`src/rtl/rps_match_ctrl_if.sv`:
```
`default_nettype none
// ============================================================================
//  Module      : rps_match_ctrl_if
//  Description : Throw handshake, mode select, score and result bundle
//                between the match controller and its surroundings.
//  Revision    : 1.0 - initial release
// ============================================================================
interface rps_match_ctrl_if;
    logic       tick;
    logic       start;
    logic       ext_mode;
    logic [2:0] compu_ext;
    logic [2:0] user;
    logic       throw_valid;
    logic       throw_ready;
    logic [2:0] compu;
    logic [1:0] winornot;
    logic [2:0] puser;
    logic [2:0] pcompu;
    logic       match_done;
    logic [1:0] match_winner;
    logic       err;

    // Driver side: switches, divider tick and start button
    modport master (
        output tick, start, ext_mode, compu_ext, user, throw_valid,
        input  throw_ready, compu, winornot, puser, pcompu,
               match_done, match_winner, err
    );

    // Controller side
    modport slave (
        input  tick, start, ext_mode, compu_ext, user, throw_valid,
        output throw_ready, compu, winornot, puser, pcompu,
               match_done, match_winner, err
    );
endinterface
`default_nettype wire

```
`src/rtl/rps_match_ctrl.sv`:
```
`default_nettype none
// ============================================================================
//  Module      : rps_match_ctrl
//  Description : Rock-paper-scissors match controller. Accepts one user throw
//                per round, picks the computer throw (LFSR or second player),
//                judges, keeps scores and declares the match winner.
//  Revision    : 1.0 - initial release
// ============================================================================
module rps_match_ctrl #(
    parameter int         WIN_TARGET   = 3,
    parameter int         REVEAL_TICKS = 4,
    parameter logic [7:0] LFSR_SEED    = 8'hA5
) (
    input  wire logic       CLK,
    input  wire logic       RST_N,
    rps_match_ctrl_if.slave bus
);

    localparam logic [1:0] c_IDLE       = 2'd0;
    localparam logic [1:0] c_WAIT_THROW = 2'd1;
    localparam logic [1:0] c_REVEAL     = 2'd2;
    localparam logic [1:0] c_DONE       = 2'd3;

    localparam logic [2:0] c_WIN       = 3'(WIN_TARGET);
    localparam logic [3:0] c_TICK_LAST = 4'(REVEAL_TICKS - 1);

    localparam logic [1:0] c_RES_TIE   = 2'b00;
    localparam logic [1:0] c_RES_COMPU = 2'b01;
    localparam logic [1:0] c_RES_USER  = 2'b10;

    logic [1:0] r_state;
    logic [1:0] w_state_next;
    logic [7:0] r_lfsr;
    logic       w_lfsr_fb;
    logic [3:0] r_tick_cnt;
    logic [2:0] r_compu;
    logic [1:0] r_winornot;
    logic [2:0] r_puser;
    logic [2:0] r_pcompu;
    logic [1:0] r_match_winner;
    logic       r_err;

    logic       w_throw_ready;
    logic       w_match_done;
    logic       w_user_oh;
    logic       w_ext_oh;
    logic       w_throw_ok;
    logic       w_handshake;
    logic       w_accept;
    logic       w_reject;
    logic       w_reveal_last;
    logic       w_target_hit;
    logic [2:0] w_lfsr_throw;
    logic [2:0] w_compu_throw;
    logic [1:0] w_result;

    function automatic logic f_onehot3(input logic [2:0] v);
        return (v == 3'b001) || (v == 3'b010) || (v == 3'b100);
    endfunction

    // A throw is only legal when every side of it is a single switch
    assign w_user_oh   = f_onehot3(bus.user);
    assign w_ext_oh    = f_onehot3(bus.compu_ext);
    assign w_throw_ok  = w_user_oh && (!bus.ext_mode || w_ext_oh);
    assign w_handshake = bus.throw_valid && w_throw_ready;
    // start wins over the handshake: the throw is silently dropped
    assign w_accept    = w_handshake && w_throw_ok && !bus.start;
    assign w_reject    = w_handshake && !w_throw_ok && !bus.start;

    assign w_target_hit  = (r_puser == c_WIN) || (r_pcompu == c_WIN);
    assign w_reveal_last = (r_state == c_REVEAL) && bus.tick &&
                           (r_tick_cnt == c_TICK_LAST);

    // Taps for x^8+x^6+x^5+x^4+1, shifting towards the MSB
    assign w_lfsr_fb = r_lfsr[7] ^ r_lfsr[5] ^ r_lfsr[4] ^ r_lfsr[3];

    // Map the LFSR residue mod 3 onto a one-hot computer throw
    always_comb begin
        w_lfsr_throw = 3'b100;
        case (r_lfsr % 8'd3)
            8'd0:    w_lfsr_throw = 3'b001;
            8'd1:    w_lfsr_throw = 3'b010;
            default: w_lfsr_throw = 3'b100;
        endcase
    end

    assign w_compu_throw = bus.ext_mode ? bus.compu_ext : w_lfsr_throw;

    // Round verdict; only consumed when both throws are one-hot
    always_comb begin
        w_result = c_RES_TIE;
        if (w_compu_throw != bus.user) begin
            case ({w_compu_throw, bus.user})
                6'b010_100, 6'b001_010, 6'b100_001: w_result = c_RES_COMPU;
                default:                            w_result = c_RES_USER;
            endcase
        end
    end

    // State register
    always_ff @(posedge CLK or negedge RST_N) begin
        if (!RST_N) r_state <= c_IDLE;
        else        r_state <= w_state_next;
    end

    // Next-state logic
    always_comb begin
        w_state_next = r_state;
        if (bus.start) begin
            w_state_next = c_WAIT_THROW;
        end else begin
            case (r_state)
                c_IDLE:       w_state_next = c_IDLE;
                c_WAIT_THROW: if (w_accept) w_state_next = c_REVEAL;
                c_REVEAL:     if (w_reveal_last)
                                  w_state_next = w_target_hit ? c_DONE : c_WAIT_THROW;
                c_DONE:       w_state_next = c_DONE;
                default:      w_state_next = c_IDLE;
            endcase
        end
    end

    // State-decoded outputs
    always_comb begin
        w_throw_ready = (r_state == c_WAIT_THROW);
        w_match_done  = (r_state == c_DONE);
    end

    // Free-running LFSR, advances every cycle in every state
    always_ff @(posedge CLK or negedge RST_N) begin
        if (!RST_N) r_lfsr <= LFSR_SEED;
        else        r_lfsr <= {r_lfsr[6:0], w_lfsr_fb};
    end

    // Reveal hold counter; a tick in the accept cycle is not seen here
    always_ff @(posedge CLK or negedge RST_N) begin
        if (!RST_N)
            r_tick_cnt <= '0;
        else if (bus.start || (r_state != c_REVEAL))
            r_tick_cnt <= '0;
        else if (bus.tick)
            r_tick_cnt <= (r_tick_cnt == c_TICK_LAST) ? 4'd0 : r_tick_cnt + 4'd1;
    end

    // Round result, scores and match winner
    always_ff @(posedge CLK or negedge RST_N) begin
        if (!RST_N) begin
            r_compu        <= '0;
            r_winornot     <= c_RES_TIE;
            r_puser        <= '0;
            r_pcompu       <= '0;
            r_match_winner <= 2'b00;
        end else if (bus.start) begin
            r_compu        <= '0;
            r_winornot     <= c_RES_TIE;
            r_puser        <= '0;
            r_pcompu       <= '0;
            r_match_winner <= 2'b00;
        end else if (w_accept) begin
            r_compu    <= w_compu_throw;
            r_winornot <= w_result;
            if (w_result == c_RES_USER)  r_puser  <= r_puser + 3'd1;
            if (w_result == c_RES_COMPU) r_pcompu <= r_pcompu + 3'd1;
        end else if (w_reveal_last && w_target_hit) begin
            r_match_winner <= (r_puser == c_WIN) ? c_RES_USER : c_RES_COMPU;
        end
    end

    // One-cycle error pulse after a rejected handshake
    always_ff @(posedge CLK or negedge RST_N) begin
        if (!RST_N) r_err <= 1'b0;
        else        r_err <= w_reject;
    end

    assign bus.throw_ready  = w_throw_ready;
    assign bus.match_done   = w_match_done;
    assign bus.compu        = r_compu;
    assign bus.winornot     = r_winornot;
    assign bus.puser        = r_puser;
    assign bus.pcompu       = r_pcompu;
    assign bus.match_winner = r_match_winner;
    assign bus.err          = r_err;

endmodule
`default_nettype wire

```
`src/flat_wrapper.sv`:
```
// flat-port wrapper written by rule: the top's interface ports become plain ports
module rps_match_ctrl_flat 
#(
    parameter int         WIN_TARGET   = 3,
    parameter int         REVEAL_TICKS = 4,
    parameter logic [7:0] LFSR_SEED    = 8'hA5
)
  (CLK, RST_N, bus_tick, bus_start, bus_ext_mode, bus_compu_ext, bus_user, bus_throw_valid, bus_throw_ready, bus_compu, bus_winornot, bus_puser, bus_pcompu, bus_match_done, bus_match_winner, bus_err);
  rps_match_ctrl_if bus_i ();
  input  wire logic CLK;
  input  wire logic RST_N;
  input wire logic [$bits(bus_i.tick)-1:0] bus_tick;
  input wire logic [$bits(bus_i.start)-1:0] bus_start;
  input wire logic [$bits(bus_i.ext_mode)-1:0] bus_ext_mode;
  input wire logic [$bits(bus_i.compu_ext)-1:0] bus_compu_ext;
  input wire logic [$bits(bus_i.user)-1:0] bus_user;
  input wire logic [$bits(bus_i.throw_valid)-1:0] bus_throw_valid;
  output wire logic [$bits(bus_i.throw_ready)-1:0] bus_throw_ready;
  output wire logic [$bits(bus_i.compu)-1:0] bus_compu;
  output wire logic [$bits(bus_i.winornot)-1:0] bus_winornot;
  output wire logic [$bits(bus_i.puser)-1:0] bus_puser;
  output wire logic [$bits(bus_i.pcompu)-1:0] bus_pcompu;
  output wire logic [$bits(bus_i.match_done)-1:0] bus_match_done;
  output wire logic [$bits(bus_i.match_winner)-1:0] bus_match_winner;
  output wire logic [$bits(bus_i.err)-1:0] bus_err;
  assign bus_i.tick = bus_tick;
  assign bus_i.start = bus_start;
  assign bus_i.ext_mode = bus_ext_mode;
  assign bus_i.compu_ext = bus_compu_ext;
  assign bus_i.user = bus_user;
  assign bus_i.throw_valid = bus_throw_valid;
  assign bus_throw_ready = bus_i.throw_ready;
  assign bus_compu = bus_i.compu;
  assign bus_winornot = bus_i.winornot;
  assign bus_puser = bus_i.puser;
  assign bus_pcompu = bus_i.pcompu;
  assign bus_match_done = bus_i.match_done;
  assign bus_match_winner = bus_i.match_winner;
  assign bus_err = bus_i.err;
  rps_match_ctrl #(.WIN_TARGET(WIN_TARGET), .REVEAL_TICKS(REVEAL_TICKS), .LFSR_SEED(LFSR_SEED)) u_core (.CLK(CLK), .RST_N(RST_N), .bus(bus_i));
endmodule
```
`config.mk`:
```
export PLATFORM = sky130hd
export DESIGN_NAME = rps_match_ctrl_flat
export DESIGN_NICKNAME = d
export VERILOG_FILES = /design/src/rtl/rps_match_ctrl_if.sv /design/src/rtl/rps_match_ctrl.sv /design/src/flat_wrapper.sv
export SDC_FILE = /design/constraint.sdc
export NUM_CORES = 1
export LEC_CHECK = 0
export ABC_AREA = 1
export CAP_MARGIN = 20
export CORE_ASPECT_RATIO = 2
export CORE_MARGIN = 10
export CORE_UTILIZATION = 35
export DETAILED_ROUTE_END_ITERATION = 10
export SLEW_MARGIN = 20
export SYNTH_ARGS = -nofsm -noshare
export SYNTH_HDL_FRONTEND = slang
export SYNTH_SLANG_ARGS = --single-unit
```
`constraint.sdc`:
```
create_clock -name CLK -period 4.7 [get_ports CLK]
set_input_delay 1.175 -clock CLK [delete_from_list [all_inputs] [get_ports CLK]]
set_output_delay 1.175 -clock CLK [all_outputs]
set_load 0.1 [all_outputs]
```
==> results_dict.tcl <==
set metrics [dict create \
    outcome "completed" \
    rr_worst_depth 33 \
    synth_cell_types 37 \
    cts_max_path_buffers 2 \
    power.internal_mw 0.4749 \
    min_path_cells 0 \
    crit_arrival_ns 4.12 \
    place_area_um2 2460 \
    final-seq-area_um2 705.7 \
    critPathBufInv 3 \
    critPathMaxStageDelay_ns 0.60 \
    root_buffer "clkbuf_16" \
    syn_area_um2 2111 \
    cp_num_cells 33 \
    fmax_mhz 251.4 \
    finalSetupViolations 0 \
    cts_tree "done" \
    antenna_found_initial 0 \
    ys_ff_latch 28 \
    leakage_nw 1.207 \
    final_net_count 329 \
    yosysWarnings 0 \
    drc_errors 0 \
    area_growth_pct 21.52 \
    seqPwrFrac_pct 36.5 \
    path_max_fanout 7 \
    crit_path_end_kind "register" \
    path_class "register to register" \
    place_congestion 0.8118 \
    die_h_um 129.8 \
    cts_resized 0 \
    fillers 616 \
    synth_edf_count 0 \
    p_clk_share_pct 34.5 \
    yosysSeqAreaShare_pct 33.43 \
    p_comb_share_pct 29.0 \
    track_usage_pct 10.10 \
    ant_nets 0 \
    drive_gt1_share_pct 18.77 \
    ios 28 \
    slowest_stage "dfstp_2" \
    dr.pass1.iters 4 \
    worst_pin_slew_ns 0.9851 \
    async_flop_share_pct 100.0 \
    hold_viol_final 0 \
    dieArea_um2 9725 \
    hp-class "register to register" \
    wl_per_cell_um 12.38 \
    cts_hold_buf 0 \
    syn_area_per_cell_um2 7.593 \
    drv_slew 0 \
    p_per_area_nw_per_um2 280.2 \
    rr_endpoint "u_core.bus.pcompu[1]$_DFFE_PN0P_" \
    worstPathRequired_ns 4.85 \
    cts_made_buffers 3 \
    grt_setup_unrepaired "false" \
    syn_nets 297 \
    synthCells 278 \
    switching_power_mw 0.2439 \
    final.setup.tns_ns 0 \
    r2r_slack_ns 0.72 \
    vias 1865 \
    fin_crit_sh_pct 84.63 \
    cpLargestDelayFamily "simple AND/OR/NAND/NOR gates" \
    grt-ovfl-total 0 \
    numClockSinks 28 \
    skew_ns 0.001650 \
    grt_pass1_wl_um 8059 \
    crit_top_cell "nand2_1" \
    holdPathEnd "u_core.r_lfsr[3]$_DFF_PN0_" \
    slew_headroom_pct 34.12 \
    clkLatencyLatePin_ns 0.26 \
    grt_pass1_vias 1921 \
    clk_pin_slew_ns 0.07 \
    peakVddDrop_v 0.0001654 \
    vias_per_cell 5.013 \
    drtIter0Drc 66 \
    synthFlopType "dfrtp_1" \
    initial_core_util_pct 35.44 \
    htree_levels 1 \
    core-area_um2 5956 \
    critPathLaunchType "register" \
    port_buffers 27 \
    grt_max_degree 29 \
    r2r_start "u_core.r_lfsr[5]$_DFF_PN1_" \
    dieWidth_um 74.91 \
    hp-start "u_core.r_lfsr[2]$_DFF_PN1_" \
    antenna_cells 0 \
    hpwl_um 3791 \
    cap_violations 0 \
    design_area_um2 2565 \
    netSwitchingFraction_pct 33.93 \
    rows 40 \
    fin_crit_ns 3.978 \
    drt_wl_total_um 4604 \
    cts_setup_buffers 0 \
    multiInputGateArea_um2 1244 \
]
[per-layer routing]
| layer | up-vias | global-route usage (%) | wire length (µm) |
|---|---|---|---|
| li1 | 970 | - | - |
| met1 | 865 | 10.01 | 1748 |
| met2 | 26 | 20.10 | 2674 |
| met3 | 4 | 1.217 | 122 |
| met4 | 0 | 3.251 | 58 |
| met5 | - | 0 | 0 |
[state kept, by name, indices dropped and copies added, names as in the netlist]
register and flops:
u_core.bus.err 1, u_core.r_lfsr 8, u_core.r_tick_cnt 4, u_core.bus.match_winner 2, u_core.bus.pcompu 3, u_core.bus.compu 3
u_core.r_state 2, u_core.bus.winornot 2, u_core.bus.puser 3
[cell usage after synthesis, drive strengths merged (3+ instances only)]
| cell type | n | area [µm²] |
|---|---|---|
| ha | 7 | 87.58 |
| nor3 | 3 | 15.01 |
| nand3 | 50 | 312.8 |
| xor2 | 3 | 33.79 |
| nor2 | 26 | 141.4 |
| dfrtp | 24 | 600.6 |
| dfstp | 4 | 105.1 |
| inv | 40 | 150.1 |
| xnor2 | 4 | 35.03 |
| nand2 | 80 | 391.6 |
| a21oi | 6 | 30.03 |
| o21ai | 14 | 73.82 |
| nand4 | 5 | 31.28 |
[kinds of logic (layout without fill, tap and decap cells)]
group                      count (synthesis)  after routing  synth area share (%)
AOI/OAI and AO/OA                         26             26                 8.003
xor gates and xnor gates                   7              7                 3.260
adders and majority gates                  7              7                 4.149
buffers and inverters                     42             73                 7.646
DFF                                       28             28                 33.43
and+or+nand+nor                          168            168                 43.51
[power groups by stage]
stage	Sequential, mW	Clock, mW	Combinational (mW)
6_report	0.262	0.248	0.209
5_1_grt	0.264	0.264	0.224
4_1_cts	0.262	0.252	0.211
3_5_place_dp	0.267	0	0.210
3_3_place_gp	0.267	0	0.208
2_1_floorplan	0.293	0	0.124
[cell type report]
| type | count | share of cell area [%] |
|---|---|---|
| multi-input combinational | 208 | 48.49 |
| sequential | 28 | 27.51 |
| timing repair buffer | 28 | 10.83 |
| inverter | 41 | 6.000 |
| tap | 63 | 3.073 |
| clock buffer | 3 | 2.927 |
| clock inverter | 1 | 1.171 |
[through the flow]
stage	total power [mW]	instances	hold WS [ns]	util [%]	setup WS (ns)
floorplan	0.4169	278	0.4157	-	1.065
CTS	0.7253	372	0.4344	43.07	0.6849
global route	0.7517	372	0.4454	43.07	0.2165
global placement	0.4752	368	0.4242	41.30	0.7911
detailed placement	0.4764	368	0.4245	41.30	0.7047
finish	0.7188	372	0.4319	43.07	0.7222
[worst max path at each step]
stage | endpoint | from | slack, ns
detailed placement | u_core.bus.pcompu[2]$_DFFE_PN0P_ | u_core.r_lfsr[5]$_DFF_PN1_ | 0.70
global route | u_core.bus.pcompu[1]$_DFFE_PN0P_ | u_core.r_lfsr[5]$_DFF_PN1_ | 0.22
floorplan | u_core.bus.pcompu[0]$_DFFE_PN0P_ | u_core.r_lfsr[5]$_DFF_PN1_ | 1.07
CTS | u_core.bus.pcompu[1]$_DFFE_PN0P_ | u_core.r_lfsr[5]$_DFF_PN1_ | 0.68
global placement | u_core.bus.pcompu[1]$_DFFE_PN0P_ | u_core.r_lfsr[7]$_DFF_PN1_ | 0.79
finish | u_core.bus.pcompu[1]$_DFFE_PN0P_ | u_core.r_lfsr[5]$_DFF_PN1_ | 0.72
[layout by cell type (no fill, tap or decap), types with 5 or more instances in the layout]
master            n
inv_1            36
dfrtp_1          24
nand3_2          10
clkdlybuf4s50_1  27
ha_1              7
a21oi_1           6
o21ai_0           8
nor2_1           18
nand3_1          39
nand2_4           5
nor2_2            5
nand4_1           5
nand2_1          59
o21ai_1           5
nand2_2          15
(Power assumes the default switching activity.)
